File: src/rtl/i2c_arb_pkg.sv
// i2c_arb_pkg: FSM states, requester ids, data field slices and parameter defaults for the I2C arbiter
package i2c_arb_pkg;
  typedef enum logic [2:0] {ST_IDLE, ST_LAUNCH, ST_WAIT_END, ST_WAIT_LOW, ST_GAP} state_t;
  localparam int REQ_BOOT = 0;
  localparam int REQ_RT = 1;
  localparam int DEV_MSB = 31;
  localparam int DEV_LSB = 24;
  localparam int REG_MSB = 23;
  localparam int REG_LSB = 8;
  localparam int DAT_MSB = 7;
  localparam int DAT_LSB = 0;
  localparam int MAX_RETRY_DEF = 2;
  localparam int TIMEOUT_DEF = 1023;
  localparam int GAP_DEF = 2;
endpackage

File: src/rtl/rr_arbiter2.sv
// rr_arbiter2: two-way round-robin grant (req/acc in, one-hot gnt out); ties go to the requester not served last
module rr_arbiter2 import i2c_arb_pkg::*; (
  input  logic       clock_i2c,
  input  logic       camera_rstn,
  input  logic [1:0] req,
  input  logic       acc,
  output logic [1:0] gnt
);
  logic last;
  always_comb begin
    gnt[REQ_BOOT] = req[REQ_BOOT] & (~req[REQ_RT] | last);
    gnt[REQ_RT] = req[REQ_RT] & (~req[REQ_BOOT] | ~last);
  end
  // last=1 out of reset so requester 0 wins the first tie
  always_ff @(posedge clock_i2c or negedge camera_rstn)
    if (!camera_rstn) last <= 1'b1;
    else if (acc) last <= gnt[REQ_RT];
endmodule

File: src/rtl/i2c_arbiter.sv
// i2c_arbiter: round-robin sharing of one I2C engine (i2c_data/start/tr_end/ack) by two requesters (req_valid/req_ready/rsp_done/rsp_err) with timeout, retry and gap
module i2c_arbiter import i2c_arb_pkg::*; #(
  parameter int MAX_RETRY = MAX_RETRY_DEF,
  parameter int TIMEOUT = TIMEOUT_DEF,
  parameter int GAP = GAP_DEF
) (
  input  logic        clock_i2c,
  input  logic        camera_rstn,
  input  logic [1:0]  req_valid,
  input  logic [31:0] req0_data,
  input  logic [31:0] req1_data,
  output logic [1:0]  req_ready,
  output logic [1:0]  rsp_done,
  output logic        rsp_err,
  output logic [31:0] i2c_data,
  output logic        start,
  input  logic        tr_end,
  input  logic        ack,
  output logic        busy,
  output logic        grant_id
);
  localparam int TW = $clog2(TIMEOUT + 1);
  localparam int RW = MAX_RETRY > 0 ? $clog2(MAX_RETRY + 1) : 1;
  localparam int GW = $clog2(GAP + 1);
  state_t state, state_d;
  logic [TW-1:0] tcnt, tcnt_d;
  logic [RW-1:0] rcnt, rcnt_d;
  logic [GW-1:0] gcnt, gcnt_d;
  logic [31:0] i2c_data_d;
  logic [1:0] gnt, req_ready_d, rsp_done_d;
  logic ok, ok_d, pend, pend_d, acc, rsp_err_d, start_d, busy_d, grant_id_d;
  rr_arbiter2 u_arb (.clock_i2c, .camera_rstn, .req(req_valid), .acc, .gnt);
  always_comb begin
    state_d = state;
    tcnt_d = tcnt;
    rcnt_d = rcnt;
    gcnt_d = gcnt;
    ok_d = ok;
    pend_d = pend;
    i2c_data_d = i2c_data;
    grant_id_d = grant_id;
    start_d = start;
    busy_d = busy;
    req_ready_d = '0;
    rsp_done_d = '0;
    rsp_err_d = 1'b0;
    acc = 1'b0;
    case (state)
      ST_IDLE: if (|req_valid) begin
        acc = 1'b1;
        req_ready_d = gnt;
        grant_id_d = gnt[REQ_RT];
        i2c_data_d = gnt[REQ_RT] ? req1_data : req0_data;
        rcnt_d = '0;
        busy_d = 1'b1;
        state_d = ST_LAUNCH;
      end
      ST_LAUNCH: begin
        start_d = 1'b1;
        tcnt_d = '0;
        state_d = ST_WAIT_END;
      end
      // a tr_end arriving on the same cycle as the timeout still counts as the engine's answer
      ST_WAIT_END: begin
        tcnt_d = tcnt == TW'(TIMEOUT) ? tcnt : tcnt + 1'b1;
        if (tr_end) begin
          start_d = 1'b0;
          ok_d = ~ack;
          state_d = ST_WAIT_LOW;
        end else if (tcnt_d == TW'(TIMEOUT)) begin
          start_d = 1'b0;
          ok_d = 1'b0;
          state_d = ST_WAIT_LOW;
        end
      end
      // holding here until the engine releases tr_end keeps start from rising on a stale tr_end
      ST_WAIT_LOW: if (!tr_end) begin
        gcnt_d = '0;
        state_d = ST_GAP;
        if (ok || rcnt == RW'(MAX_RETRY)) begin
          rsp_done_d = grant_id ? 2'b10 : 2'b01;
          rsp_err_d = ~ok;
          pend_d = 1'b0;
        end else begin
          rcnt_d = rcnt + 1'b1;
          pend_d = 1'b1;
        end
      end
      ST_GAP: begin
        gcnt_d = gcnt + 1'b1;
        if (gcnt == GW'(GAP - 1)) begin
          state_d = pend ? ST_LAUNCH : ST_IDLE;
          busy_d = pend;
        end
      end
      default: state_d = ST_IDLE;
    endcase
  end
  always_ff @(posedge clock_i2c or negedge camera_rstn)
    if (!camera_rstn) begin
      state <= ST_IDLE;
      tcnt <= '0;
      rcnt <= '0;
      gcnt <= '0;
      ok <= 1'b0;
      pend <= 1'b0;
      i2c_data <= '0;
      grant_id <= 1'b0;
      start <= 1'b0;
      busy <= 1'b0;
      req_ready <= '0;
      rsp_done <= '0;
      rsp_err <= 1'b0;
    end else begin
      state <= state_d;
      tcnt <= tcnt_d;
      rcnt <= rcnt_d;
      gcnt <= gcnt_d;
      ok <= ok_d;
      pend <= pend_d;
      i2c_data <= i2c_data_d;
      grant_id <= grant_id_d;
      start <= start_d;
      busy <= busy_d;
      req_ready <= req_ready_d;
      rsp_done <= rsp_done_d;
      rsp_err <= rsp_err_d;
    end
endmodule

File: config.mk
export PLATFORM = sky130hd
export DESIGN_NAME = i2c_arbiter
export DESIGN_NICKNAME = d
export VERILOG_FILES = /design/src/rtl/i2c_arb_pkg.sv /design/src/rtl/rr_arbiter2.sv /design/src/rtl/i2c_arbiter.sv
export SDC_FILE = /design/constraint.sdc
export NUM_CORES = 1
export LEC_CHECK = 0
export BUFFER_PORTS_ARGS = -buffer_cell sky130_fd_sc_hd__buf_4
export CORE_MARGIN = 2
export CORE_UTILIZATION = 50
export CTS_CLUSTER_DIAMETER = 30
export DETAILED_ROUTE_END_ITERATION = 12
export GPL_TIMING_DRIVEN = 0
export PLACE_DENSITY = 0.79
export SYNTH_ARGS = -nofsm -noshare
export SYNTH_HDL_FRONTEND = slang
export SYNTH_SLANG_ARGS = --single-unit
export TNS_END_PERCENT = 50
File: constraint.sdc
create_clock -name clock_i2c -period 2.6 [get_ports clock_i2c]
set_input_delay 0.26 -clock clock_i2c [delete_from_list [all_inputs] [get_ports clock_i2c]]
set_output_delay 0.26 -clock clock_i2c [all_outputs]
set_load 0.1 [all_outputs]
## Word level (Yosys, flattened, before mapping)

Cells that the tools add are included.

| cells by class | value |
|---|---|
| bitwise operators | 10 |
| equal/unequal tests | 13 |
| multiplexer cells | 35 |
| reductions and logical operators | 16 |
| $add $sub $neg | 3 |

Operator list:

| operator | number |
|---|---|
| two-way mux 32 bit | 1 |
| equality test 10 bit (second input constant) | 2 |
| two-way mux 2 bit | 10 |
| case mux 10 bit (2 select lines) | 1 |
| two-way mux 3 bit | 5 |
| case mux 3 bit (5 select lines) | 1 |
| two-way mux 1 bit | 12 |
| adder 10 x 1 -> 10 bit (second input constant) | 1 |
| two-way mux 10 bit | 1 |
| AND reduction 2 bit | 5 |
| nonzero test 2 bit | 5 |
| inequality test 2 bit (second input constant) | 4 |
| case mux 2 bit (2 select lines) | 2 |
| AND reduction 4 bit | 2 |
| equality test 3 x 2 -> 1 bit (second input constant) | 2 |
| NOT 1 bit | 6 |
| adder 2 x 1 -> 2 bit (second input constant) | 2 |
| case mux 1 bit (2 select lines) | 2 |
| equality test 3 x 1 -> 1 bit (second input constant) | 1 |
| equality test 3 bit (second input constant) | 1 |
| logical NOT 3 bit | 1 |
| inequality test 3 bit (second input constant) | 1 |
| AND reduction 3 bit | 1 |
| bitwise AND 1 bit | 2 |
| 5 further kinds | 6 |

| storage, ports and cells | value |
|---|---|
| word-level logic and storage cells | 91 |
| input bits | 70 |
| bits in registers | 60 |
| output and inout port bits | 40 |

## Depth between registers and ports, before layout

| logic depth | value |
|---|---|
| word-level depth | 6 |
| gate-level depth with buffers | 7 |
| depth with buffers taken out | 6 |

## By module

From an unflattened synthesis, not the netlist that was laid out.

| second synthesis, totals | value |
|---|---|
| cells, all modules | 321 |
| area, all modules | 3101.7 um2 |

Modules (own cells, without submodules):

| module | cells each | area each (um2) | instances | sequential area each (um2) |
|---|---|---|---|---|
| i2c_arbiter | 316 | 3037.9 | 1 | 1476.4 |
| rr_arbiter2 | 5 | 63.8 | 1 | 26.3 |

## Worst setup path after synthesis

No wires, ideal clock.

| path | value |
|---|---|
| path kind | reg-to-reg |
| from | register tcnt[1] |
| to | register start |
| library setup time | 0.127 ns |
| cell stages (with the launch flop) | 8 |
| required time | 2.473 ns |
| data arrival time | 1.702 ns |
| period minus slack after synthesis | 1.829 ns |
| setup slack | 0.771 ns |
| path buffers | 1 |
| cell sequence | dfrtp_1 > ha_1 > nand4_2 > or3_1 > buf_6 > nor3_2 > o32a_1 > nand2_1 |

| between the ends | value |
|---|---|
| longest elaborated chain between the ends | 5 |
| elaborated cells on any way between the ends | 6 |
| those cells by class | add/sub (1); eq/ne (3); mux (1); reduce/logical (1) |

RTL lines:

| element | line | RTL |
|---|---|---|
| start: declaration | i2c_arbiter.sv:26 | `logic [TW-1:0] tcnt, tcnt_d;` |
| start signal: assignment | i2c_arbiter.sv:116 | `tcnt <= tcnt_d;` |
| adder 10 x 1 -> 10 bit / equality test 10 bit (equally long branches) | i2c_arbiter.sv:65 | `tcnt_d = tcnt == TW'(TIMEOUT) ? tcnt : tcnt + 1'b1;` |
| two-way mux 10 bit (*) | i2c_arbiter.sv:65 |  |
| equality test 10 bit (*) | i2c_arbiter.sv:70 | `end else if (tcnt_d == TW'(TIMEOUT)) begin` |
| inequality test 3 bit (no source line) (*) | -- |  |
| AND reduction 2 bit (no source line) (*) | -- |  |
| end signal: assignment | i2c_arbiter.sv:123 | `start <= start_d;` |
| end: declaration | i2c_arbiter.sv:16 | `output logic start,` |

Every way passes the cells marked *; elsewhere a longest branch is shown, timed or not.
A chain may end at the register's enable or synchronous reset.

## Worst setup path after layout

| path | value |
|---|---|
| from | register tcnt[1] |
| to | register ok |

| between the ends | value |
|---|---|
| longest elaborated chain between the ends | 5 |
| elaborated cells on any way between the ends | 6 |
| those cells by class | add/sub (1); eq/ne (2); mux (1); reduce/logical (2) |

RTL lines:

| element | line | RTL |
|---|---|---|
| adder 10 x 1 -> 10 bit / equality test 10 bit (equally long branches) | i2c_arbiter.sv:65 |  |
| two-way mux 10 bit (*) | i2c_arbiter.sv:65 |  |
| equality test 10 bit (*) | i2c_arbiter.sv:70 |  |
| nonzero test 2 bit (no source line) (*) | -- |  |
| AND reduction 2 bit (no source line) (*) | -- |  |
| end signal: assignment | i2c_arbiter.sv:119 | `ok <= ok_d;` |
| end: declaration | i2c_arbiter.sv:31 | `logic ok, ok_d, pend, pend_d, acc, rsp_err_d, start_d, busy_d, grant_id_d;` |

Marks and branches as above.

==> results.md <==
* Status: complete, but fails checks
* Failing checks: negative hold slack
* Max-slew headroom at 45.1%
* Cell taking the most area after synthesis: dfrtp_1
* Crit path launch type: flip-flop
* Clock skew at 0.0118 ns
* Die area at 6800 µm²
* Share of layout cells above drive strength 1 at 32.9%
* CP required at 2.81 ns
* CTS tree: built
* Initial Utilization at 52.0%
* Worst Tran Pin Value at 0.818 ns
* TNS Setup at 0 ns
* Top cells by area, synth: dfrtp_1, mux2i_1, a21oi_1, nor2_1, nand2_1
* Drt initial violations at 146
* Die W at 82.5 µm
* Async SR Flop Fraction at 100%
* Core Footprint at 5920 µm²
* Synth warnings at 0
* Worst-case reg-to-reg path depth at 7
* FF+latch count, synth at 60
* Synth Instances at 316
* Pins Over Slew Limit at 0
* Final wirelength at 7720 µm
* Initial antenna violation count at 0
* Critical path arrival at 2.30 ns
* Largest net degree at the start of global routing at 61
* Worst-path fanout max at 7
* Final Cycle Share at 80.3%
* Worst Hold Class: in2async
* Post-DP HPWL at 5790 µm
* Syn Area/Cell at 9.75 µm²
* GRT Total Usage at 23.1%
* H-tree Lvls at 3
* Design Area, Final at 4200 µm²
* Final hold viol count at 24
* Distinct cell type count after synthesis at 55
* I/O Buffers at 109
* Clock-pin slew on the worst setup and hold paths at 0.07 ns
* Post-synthesis cell area at 3080 µm²
* RSZ-0062 raised after global routing: no
* Crit. End Element: flip-flop
* IO Pins at 110
* Grt ovf at 0
* Cells resized by post-CTS repair at 0
* Sequential cell area fraction in the yosys report at 48.8%
* Core Rows at 28
* Area Growth Syn to Fin at 36.2%
* Via density at 5.46
* Gp weighted congestion at 0.833
* Min cycle time layout at 2.09 ns
* Routed Antenna Nets at 0
* Area fraction of the dominant cell type after synthesis at 47.9%
* Layout Nets at 509
* Setup Fix Bufs, Post-CTS at 0
* Ant. Diodes at 0
* Top-count cell post-synth: dfrtp_1
* Mapped Nets at 389
* Die height at 82.5 µm
* Max Buffers Root-to-Sink at 2
* Routed vias at 2815
* Worst skew pair latency at 0.34 ns
* First-pass GRT wire length at 11800 µm
* Final hold slack at -0.0311 ns
* Num CTS Buffers at 9
* Final setup viols at 0
* Pre-antenna DRT Iters at 4
* Residual DRC at 0
* Post-DP Area at 3990 µm²
* Main synth FF type: dfrtp_1
* CTS sink cnt at 60
* Setup CP Type: reg2reg
* Synth top cells by count: dfrtp_1, nor2_1, a21oi_1
* Number of synthesized flops with an enable pin at 0
* Routed length per placed instance at 15.0 µm
* Vias in the first global route at 2472
* Clock root cell: clkbuf_8
* # hold bufs at CTS at 0
* Peak Freq at 479 MHz
* Max-cap violations at 0
[kinds of logic (layout without fill, tap and decap cells)]
group	Yosys count	count (layout)	synth area share (%)
AOI/OAI and AO/OA	87	87	17.8
xor gates and xnor gates	1	1	0.284
adders and majority gates	3	3	1.22
buffers and inverters	27	152	4.51
DFF	60	60	48.8
muxes	34	34	11.1
and+or+nand+nor	104	104	16.3
[critical path, cell delays in order, from the launching register on]
cell and delay (ns):
dfrtp_1 0.48, ha_1 0.27, nand4_2 0.19, or3_1 0.44, buf_6 0.15, nor3_2 0.19
o31a_1 0.16, o21ai_0 0.08
[layer usage]
metal,vias to the layer above,share of wire (%),routed length [µm],GRT usage (%)
met3,15,6.0,461,4.13
met5,-,0,0,0
li1,1374,-,-,-
met1,1343,42,3270,32.1
met2,83,49,3800,35.2
met4,0,2.4,185,11.1
[per-stage QoR]
stage | hold WS [ns] | utilization [%] | instances | worst slack (ns)
floorplan | -0.0356 | - | 316 | 0.771
global placement | 0.378 | 67.4 | 500 | 0.595
detailed placement | 0.379 | 67.4 | 500 | 0.550
CTS | 0.0115 | 70.9 | 516 | 0.535
global route | 0.0308 | 70.9 | 516 | 0.361
finish | -0.0311 | 70.9 | 516 | 0.512
[final timing paths]
check | start | endpoint | slack, ns
max in group asynchronous | camera_rstn | i2c_data[4] | 2.12
max reg2reg | tcnt[1] | ok | 0.51
min | camera_rstn | tcnt[8] | -0.03
min in group clock_i2c | req_valid[0] | req_ready[0] | 0.19
min reg2reg | grant_id | rsp_done[0] | 0.49
max | tcnt[1] | ok | 0.51
[registers in the layout (all words and copies together), names as in the netlist]
register    count
pend            1
grant_id        1
gcnt            2
i2c_data       32
tcnt           10
rsp_done        2
ok              1
state           3
req_ready       2
rcnt            2
rsp_err         1
busy            1
u_arb.last      1
start           1
[layout by cell type (no fill, tap or decap), types with 2 or more instances in the layout]
master / Yosys / routed
buf_1: 3 / 3
o31a_1: 2 / 2
mux2_1: 2 / 2
o21ai_1: 8 / 8
a211oi_1: 2 / 2
buf_4: 2 / 111
inv_1: 5 / 5
or3_1: 2 / 2
a21oi_1: 42 / 42
nand4_2: 2 / 2
nor3_1: 6 / 6
buf_2: 6 / 6
clkbuf_8: 0 / 11
nor3b_1: 3 / 3
dfrtp_1: 59 / 59
nand2b_1: 4 / 4
a31oi_1: 3 / 3
inv_2: 2 / 2
o21ai_0: 6 / 6
a41oi_1: 3 / 3
clkbuf_1: 6 / 7
buf_6: 3 / 3
a21o_1: 2 / 2
o22ai_1: 4 / 4
mux2i_1: 32 / 32
nor2_1: 50 / 50
nand2_1: 16 / 16
ha_1: 3 / 3
nor2b_1: 2 / 2
nand3_1: 8 / 8
clkinv_2: 0 / 2
o31ai_1: 3 / 3
[layout make-up]
class,count,area (µm²)
clock inverters,4,48.8
flip-flops and latches,60,1500
clock buffers,12,155
well taps,75,93.8
multi-input cells,229,1440
inverters,7,26.3
repair buffers,109,818
fillers,449,1720
plain buffers,20,113
Power is not shown: default switching activity piles up to over one toggle a cycle in this logic, so the estimate is an artifact.
